**config.mk**
```make
export PLATFORM = sky130hd
export DESIGN_NAME = alu_execute_stage
export DESIGN_NICKNAME = d
export VERILOG_FILES = /design/src/rtl/legv8_pkg.sv /design/src/rtl/alu_core.sv /design/src/rtl/alu_ctl_decode.sv /design/src/rtl/generic_adder.sv /design/src/rtl/alu_execute_stage.sv
export SDC_FILE = /design/constraint.sdc
export NUM_CORES = 1
export LEC_CHECK = 0
export CORE_MARGIN = 5
export CORE_UTILIZATION = 48
export DETAILED_ROUTE_END_ITERATION = 10
export HOLD_SLACK_MARGIN = 0.02
export PLACE_DENSITY_LB_ADDON = 0.2
export SLEW_MARGIN = 20
export SYNTH_ARGS = -nofsm -noshare
export SYNTH_HDL_FRONTEND = slang
export SYNTH_SLANG_ARGS = --single-unit
```
**constraint.sdc**
```tcl
create_clock -name clk -period 15.21 [get_ports clk]
set_clock_uncertainty 0.15 [all_clocks]
set_input_delay 3.042 -clock clk [delete_from_list [all_inputs] [get_ports clk]]
set_output_delay 3.042 -clock clk [all_outputs]
set_load 0.005 [all_outputs]
```
**src/rtl/legv8_pkg.sv**
```systemverilog
// Shared constants for the LEGv8 execute stage: ALU-control codes,
// ALUOp encodings from Control, and the R-type opcodes the ALU decoder recognises.
package legv8_pkg;

    localparam logic [3:0] ALU_AND   = 4'b0000;
    localparam logic [3:0] ALU_OR    = 4'b0001;
    localparam logic [3:0] ALU_ADD   = 4'b0010;
    localparam logic [3:0] ALU_SUB   = 4'b0110;
    localparam logic [3:0] ALU_PASSB = 4'b0111;
    localparam logic [3:0] ALU_NOR   = 4'b1100;

    localparam logic [1:0] ALUOP_MEM   = 2'b00;
    localparam logic [1:0] ALUOP_CBZ   = 2'b01;
    localparam logic [1:0] ALUOP_RTYPE = 2'b10;

    localparam logic [10:0] OP_ADD = 11'b10001011000;
    localparam logic [10:0] OP_SUB = 11'b11001011000;
    localparam logic [10:0] OP_AND = 11'b10001010000;
    localparam logic [10:0] OP_ORR = 11'b10101010000;

endpackage

```
**src/rtl/alu_core.sv**
```systemverilog
// Combinational LEGv8 ALU producing the result plus N/Z/C/V flags.
module alu_core
    import legv8_pkg::*;
#(
    parameter int WIDTH = 64
) (
    input  logic [3:0]       aluCtl,
    input  logic [WIDTH-1:0] a,
    input  logic [WIDTH-1:0] b,
    output logic [WIDTH-1:0] result,
    output logic             zero,
    output logic             neg,
    output logic             carry,
    output logic             ovf
);

    logic             isSub;
    logic [WIDTH-1:0] bOperand;
    logic [WIDTH:0]   sumExt;

    // Subtraction reuses the adder as a + ~b + 1, so carry out means "no borrow".
    assign isSub    = (aluCtl == ALU_SUB);
    assign bOperand = isSub ? ~b : b;
    assign sumExt   = {1'b0, a} + {1'b0, bOperand} + {{WIDTH{1'b0}}, isSub};

    always_comb begin
        result = '0;
        carry  = 1'b0;
        ovf    = 1'b0;
        case (aluCtl)
            ALU_AND:   result = a & b;
            ALU_OR:    result = a | b;
            ALU_ADD,
            ALU_SUB: begin
                result = sumExt[WIDTH-1:0];
                carry  = sumExt[WIDTH];
                ovf    = (a[WIDTH-1] == bOperand[WIDTH-1]) && (sumExt[WIDTH-1] != a[WIDTH-1]);
            end
            ALU_PASSB: result = b;
            ALU_NOR:   result = ~(a | b);
            default:   result = '0;
        endcase
    end

    assign zero = (result == '0);
    assign neg  = result[WIDTH-1];

endmodule

```
**src/rtl/alu_ctl_decode.sv**
```systemverilog
// Combinational ALU-control decode from Control's ALUOp and the instruction opcode.
module alu_ctl_decode
    import legv8_pkg::*;
(
    input  logic [1:0]  aluOp,
    input  logic [10:0] opcode,
    output logic [3:0]  aluCtl
);

    // ALUOp1 selects R-type decode; otherwise ALUOp0 picks CBZ pass-through over load/store add.
    // Unrecognised R-type opcodes fall back to ADD.
    always_comb begin
        aluCtl = ALU_ADD;
        if (aluOp[1]) begin
            case (opcode)
                OP_ADD:  aluCtl = ALU_ADD;
                OP_SUB:  aluCtl = ALU_SUB;
                OP_AND:  aluCtl = ALU_AND;
                OP_ORR:  aluCtl = ALU_OR;
                default: aluCtl = ALU_ADD;
            endcase
        end else if (aluOp[0]) begin
            aluCtl = ALU_PASSB;
        end
    end

endmodule

```
**src/rtl/generic_adder.sv**
```systemverilog
// Plain WIDTH-bit adder wrapping modulo 2^WIDTH; shared by the PC+4 and branch-target paths.
module generic_adder #(
    parameter int WIDTH = 64
) (
    input  logic [WIDTH-1:0] x,
    input  logic [WIDTH-1:0] y,
    output logic [WIDTH-1:0] sum
);

    assign sum = x + y;

endmodule

```
**src/rtl/alu_execute_stage.sv**
```systemverilog
// LEGv8 execute stage: decode, ALU and PC adders feeding the EX/MEM output register bank.
module alu_execute_stage
    import legv8_pkg::*;
#(
    parameter int WIDTH = 64
) (
    input  logic             clk,
    input  logic             reset,
    input  logic             en,
    input  logic [1:0]       alu_op,
    input  logic [10:0]      opcode,
    input  logic [WIDTH-1:0] a,
    input  logic [WIDTH-1:0] b,
    input  logic [WIDTH-1:0] imm,
    input  logic [WIDTH-1:0] pc,
    output logic [3:0]       alu_ctl,
    output logic [WIDTH-1:0] result,
    output logic             zero,
    output logic             neg,
    output logic             carry,
    output logic             ovf,
    output logic [WIDTH-1:0] pc_plus4,
    output logic [WIDTH-1:0] branch_target
);

    logic [3:0]       aluCtlNext;
    logic [WIDTH-1:0] resultNext;
    logic             zeroNext;
    logic             negNext;
    logic             carryNext;
    logic             ovfNext;
    logic [WIDTH-1:0] pcPlus4Next;
    logic [WIDTH-1:0] branchTargetNext;
    logic [WIDTH-1:0] branchOffset;

    alu_ctl_decode ctlDecode (
        .aluOp  (alu_op),
        .opcode (opcode),
        .aluCtl (aluCtlNext)
    );

    alu_core #(.WIDTH(WIDTH)) aluCore (
        .aluCtl (aluCtlNext),
        .a      (a),
        .b      (b),
        .result (resultNext),
        .zero   (zeroNext),
        .neg    (negNext),
        .carry  (carryNext),
        .ovf    (ovfNext)
    );

    // Word offset to byte offset; the top two immediate bits shift out.
    assign branchOffset = {imm[WIDTH-3:0], 2'b00};

    generic_adder #(.WIDTH(WIDTH)) pcIncAdder (
        .x   (pc),
        .y   (WIDTH'(4)),
        .sum (pcPlus4Next)
    );

    generic_adder #(.WIDTH(WIDTH)) branchAdder (
        .x   (pc),
        .y   (branchOffset),
        .sum (branchTargetNext)
    );

    // EX/MEM register bank: reset wins over enable, and a low enable holds everything.
    always_ff @(posedge clk) begin
        if (reset) begin
            alu_ctl       <= '0;
            result        <= '0;
            zero          <= 1'b0;
            neg           <= 1'b0;
            carry         <= 1'b0;
            ovf           <= 1'b0;
            pc_plus4      <= '0;
            branch_target <= '0;
        end else if (en) begin
            alu_ctl       <= aluCtlNext;
            result        <= resultNext;
            zero          <= zeroNext;
            neg           <= negNext;
            carry         <= carryNext;
            ovf           <= ovfNext;
            pc_plus4      <= pcPlus4Next;
            branch_target <= branchTargetNext;
        end
    end

endmodule

```
# --- Word level (Yosys, flattened, before mapping) ---
# Cells that the tools add are included.
totals:
  in_bits: 272
  regBits: 200
  word_cells: 37
  output_inout_bits: 200
op_classes:
  muxes: 7
  n_reduce_logical: 4
  n_bitwise: 4
  n_eq_ne: 10
  addsub: 4
ops:
  columns: ["operator", "n"]
  rows:
  - ["one-hot mux 64 bit (5 select lines)", 1]
  - ["inverter 64 bit", 2]
  - ["adder 64 x 64 -> 65 bit", 1]
  - ["adder 65 x 1 -> 65 bit", 1]
  - ["adder 64 x 3 -> 64 bit (second input constant)", 1]
  - ["adder 64 bit", 1]
  - ["AND 64 bit", 1]
  - ["zero test 64 bit", 1]
  - ["two-way mux 64 bit", 1]
  - ["OR 64 bit", 1]
  - ["equality test 11 bit (second input constant)", 3]
  - ["one-hot mux 3 bit (3 select lines)", 1]
  - ["equality test 4 x 3 -> 1 bit (second input constant)", 2]
  - ["equality test 4 x 1 -> 1 bit (second input constant)", 1]
  - ["equality test 4 x 2 -> 1 bit (second input constant)", 1]
  - ["equality test 4 bit (second input constant)", 1]
  - ["zero test 4 bit", 1]
  - ["two-way mux 4 bit", 1]
  - ["two-way mux 3 bit", 1]
  - ["two-way mux 1 bit", 2]
  - ["OR reduction 2 bit", 1]
  - ["equality test 1 bit", 1]
  - ["logical AND 1 bit", 1]
  - ["!= test 1 bit", 1]

# --- Longest topological paths before layout ---
logic_depth:
  ltp_word: 10
  ltp_mapped: 22
  depth_no_buf: 19

# --- Cells and area by module ---
# Synthesis repeated with hierarchy kept, for this count alone.
unflattened:
  cells_unflattened: 2946
  hier_area_um2: 22633.0
modules_own_cells:
  columns: ["module", "seq_area_each_um2", "area_each_um2", "cells_each", "instances"]
  rows:
  - ["alu_core", 0.0, 7871.3, 1186, 1]
  - ["alu_execute_stage", 4003.8, 7201.9, 646, 1]
  - ["generic_adder (pcIncAdder)", 0.0, 3837.4, 564, 1]
  - ["generic_adder (branchAdder)", 0.0, 3641.0, 537, 1]
  - ["alu_ctl_decode", 0.0, 81.3, 13, 1]

# --- Worst setup path after synthesis ---
# OpenSTA, ideal clock, no wires.
synth_timing:
  path_type: "input -> register"
  from: "in opcode[5]"
  to: "reg zero"
  arrival_ps: 8312
  cell_stages: 21
  t_required_ps: 15003
  setup_ps: 57
  setup_slack_ps: 6691
  path_buffers: 3
  cell_sequence: "or3b_2 > nor4_4 > clkbuf_1 > buf_1 > xor2_1 > ha_1 > clkbuf_1 > a21oi_1 > o21ai_1 > a2111o_1 > a32oi_1 > a21oi_4 > a31o_2 > o21ai_2 > a21oi_2 > nor3_1 > nor4_1 > or4_1 > or4_1 > nor4_1 > a21o_1"
synth_via:
  elab_chain_len: 9
  word_cells_on_any_way: 17
  classes_between: "add/sub: 2; eq/ne: 8; mux: 4; reduce/logical: 3"
synth_lines:
  columns: ["item", "line_no", "source"]
  rows:
  - ["start: declaration", "alu_execute_stage.sv:11", "input logic [10:0] opcode,"]
  - ["equality test 11 bit", "alu_ctl_decode.sv:15", "case (opcode)"]
  - ["one-hot mux 3 bit (3 select lines) *", "alu_ctl_decode.sv:15", null]
  - ["two-way mux 4 bit *", "alu_ctl_decode.sv:14", "if (aluOp[1]) begin"]
  - ["equality test 4 x 3 -> 1 bit", "alu_core.sv:22, alu_core.sv:30", null]
  - ["two-way mux 64 bit", "alu_core.sv:23", "assign bOperand = isSub ? ~b : b;"]
  - ["adder 64 x 64 -> 65 bit", "alu_core.sv:24", "assign sumExt = {1'b0, a} + {1'b0, bOperand} + {{WIDTH{1'b0}}, isSub};"]
  - ["adder 65 x 1 -> 65 bit", "alu_core.sv:24", null]
  - ["one-hot mux 64 bit (5 select lines) *", "alu_core.sv:30", "case (aluCtl)"]
  - ["zero test 64 bit *", "alu_core.sv:45", "assign zero = (result == '0);"]
  - ["end signal: assignment", "alu_execute_stage.sv:82", "zero <= zeroNext;"]
  - ["end: declaration", "alu_execute_stage.sv:18", "output logic zero,"]
# Mark *: on every way between the ends. The rest lies on a longest branch, timed or not.
# A chain may end at the register's enable or synchronous reset.

# --- Worst setup path after layout ---
layout_timing:
  from: "in alu_op[1]"
  to: "reg zero"
layout_via:
  elab_chain_len: 7
  word_cells_on_any_way: 13
  classes_between: "add/sub: 2; eq/ne: 5; mux: 3; reduce/logical: 3"
layout_lines:
  columns: ["item", "line_no", "source"]
  rows:
  - ["start: declaration", "alu_execute_stage.sv:10", "input logic [1:0] alu_op,"]
  - ["two-way mux 4 bit *", "alu_ctl_decode.sv:14", null]
  - ["equality test 4 x 3 -> 1 bit", "alu_core.sv:22, alu_core.sv:30", null]
  - ["two-way mux 64 bit", "alu_core.sv:23", null]
  - ["adder 64 x 64 -> 65 bit", "alu_core.sv:24", null]
  - ["adder 65 x 1 -> 65 bit", "alu_core.sv:24", null]
  - ["one-hot mux 64 bit (5 select lines) *", "alu_core.sv:30", null]
  - ["zero test 64 bit *", "alu_core.sv:45", null]
# Marked as above.

==> metrics.yaml <==
outcome:
  run_status: "complete, no violations"
synthesis:
  seq_area_frac_synth: 0.225
  postSynthCellCount: 2293
  synth_warnings: 0
  ys_ff_latch: 196
  ys.flop_type: "dfxtp_1"
  synth-async-reset-ratio: 0
  synth_area_leaders: "dfxtp_1, ha_1, xor2_1"
  synth_cell_types: 81
  postSynthNetCount: 2707
  syn_area_sq_mm: 0.0174
  synth_edf_count: 0
  synth.top_cell.area_share: 0.225
  avgSynthCellArea_sq_um: 7.59
  yosys.area.top_type: "dfxtp_1"
clock_network:
  clock_latency_ps: 460
  cts_max_level: 4
  cts_setup_buffers: 0
  clockBufferDepth: 2
  clkSinkCount: 196
  cts_buffers: 17
  post_cts_resized: 0
  clk_pin_slew_ps: 70
  ctsRootBufferMaster: "clkbuf_16"
  cts_tree: "yes"
  cts_hold_buf: 0
setup_path:
  cp_data_required_time_ps: 15470
  start_kind: "input pin"
  cp.arrival_ps: 10160
  end_kind: "flip-flop"
  cp_max_fo: 49
  path_class: "in2reg"
timing:
  fmax_mhz: 101
  setup_viol: 0
  finalSetupTns_ps: 0
  hold_viol: 0
  tightest_slew_ps: 1020
  layout_min_cycle_time_ps: 9900
  fin_ws_ps: 5310
  fin_crit_sh: 0.651
  rsz0062_at_grt: "no"
  finalMaxSlewViolations: 0
  finalHoldWorstSlack_ps: 309
  slew_headroom: 0.322
global_route:
  grt_overflow: 0
  grt_max_degree: 92
  grt_pass1_wl_um: 104000
  antenna_found_initial: 12
  grt_pass1_vias: 18600
  grt_util_all_layers: 0.314
route:
  dr.pass1.iters: 6
  drt_iter0_drc: 1713
  postRouteAntennaNets: 0
  wl_per_cell_um: 21.3
  drc: 0
  viasPerCell: 6.11
  wirelength_um: 66900
  num_vias: 19200
cells_and_area:
  layout-area-overhead-vs-synth_pct: 31.4
  fin_area_sq_mm: 0.0229
  drive_gt1_frac: 0.0347
  finalNetCount: 3078
  fin_util: 0.642
floorplanning:
  die_area_sq_mm: 0.0402
  initial_core_util: 0.488
  io_pins: 472
  num_rows: 69
  die_h_um: 200
  die_x_um: 200
  core_area_sq_mm: 0.0357
power:
  power.leakage_nw: 9.31
  power_density_mw_per_mm2: 77.3
  vdd_drop_max_mv: 0.0868
place:
  placed_area_sq_mm: 0.0223
  io_buffers: 468
  gp_congestion: 0.954
  dp_hpwl_um: 51900
  dp_slack_ps: 5090
worst_hold_path:
  min_path_type: "reg2reg"
flow_run:
  maxCapViolCount: 0
state kept, by name, indices dropped and copies added (netlist names):
signal	count
zero	1
branch_target	62
pc_plus4	64
ovf	1
alu_ctl	3
result	64
carry	1
worst paths after layout:
check / from / endpoint / slack, ps / cells past startpoint
setup / recovery: alu_op[1] / zero / 5310 / 21
hold / removal: zero / zero / 310 / 1
setup reg to reg: pc_plus4[56] / pc_plus4[56] / 14220 / 2
hold reg to reg: zero / zero / 310 / 1
placed cells by master (no fill, tap or decap), types with 48 or more instances in the layout:
cell	netlist	routed
nor2_1	300	299
xnor2_1	78	78
a31oi_1	50	50
nand2_1	136	135
a211oi_1	127	127
dfxtp_1	196	196
xor2_1	138	138
ha_1	140	140
nand3_1	59	59
mux2i_1	48	48
clkdlybuf4s50_1	0	466
o21ai_0	88	88
a21o_1	97	97
a21oi_1	227	226
area by class of cell:
class	instances	area, sq um
Tap cell	461	577
Clock buffer	18	429
Timing Repair Buffer	487	4830
Fill cell	3193	12800
Inverter	39	146
Antenna cell	6	15.0
Sequential cell	196	3920
Multi-Input combinational cell	1923	12800
Clock inverter	14	120
synthesized netlist by cell type (25+ instances only):
cell type  number
xor2_1        138
mux2i_1        48
nand3_1        59
nor2_1        300
nand2_1       136
ha_1          140
nor2b_1        25
inv_1          39
dfxtp_1       196
o21ai_0        88
nor3_1         36
xnor2_1        78
and3_1         37
a211oi_1      127
clkbuf_1      114
a31oi_1        50
a21oi_1       227
a21o_1         97
nand4_1        34
power by group:
part	switching, mW	internal [mW]	leakage [nW]
combinational	0.378	0.347	7.41
clock	0.240	0.215	0.276
sequential	0.0267	0.561	1.63
cells by family (layout without fill, tap and decap cells):
kind of cell               count (synthesis)  count (layout)  synth area share
buffers and inverters                    174             558            0.0385
DFF                                      196             196             0.225
other                                      1               7          0.000215
adders and majority gates                151             151             0.108
xor gates and xnor gates                 216             216             0.109
and+or+nand+nor                          739             739             0.201
muxes                                     49              49            0.0282
AOI/OAI and AO/OA                        767             767             0.290
per-layer routing:
| metal | global-route usage | vias up | wire length [um] |
|---|---|---|---|
| li1 | - | 9187 | - |
| met1 | 0.388 | 9010 | 27600 |
| met2 | 0.528 | 844 | 31200 |
| met3 | 0.0808 | 162 | 5500 |
| met4 | 0.122 | 12 | 2520 |
| met5 | 0 | - | 73 |
worst max-delay path, stage by stage:
cell	delay, ps
clkdlybuf4s50_1	500
or4b_4	510
nor4_4	220
buf_4	370
buf_4	750
xor2_1	150
ha_1	430
a21oi_1	270
o21ai_1	140
a2111o_1	420
a32oi_1	370
nand2_1	170
xor2_1	170
a22oi_1	240
nand4_1	190
nor4_1	590
nand4_1	280
nor4_1	590
nand4_1	300
nor4_1	330
a21o_1	110
per-stage QoR:
stage / std cells / power (mW)
4_1_cts: 3138 / 1.77
5_1_grt: 3144 / 1.86
3_5_place_dp: 3106 / 1.31
6_report: 3144 / 1.77
3_3_place_gp: 3106 / 1.30
2_1_floorplan: 2293 / 1.00
(Power assumes the default switching activity.)
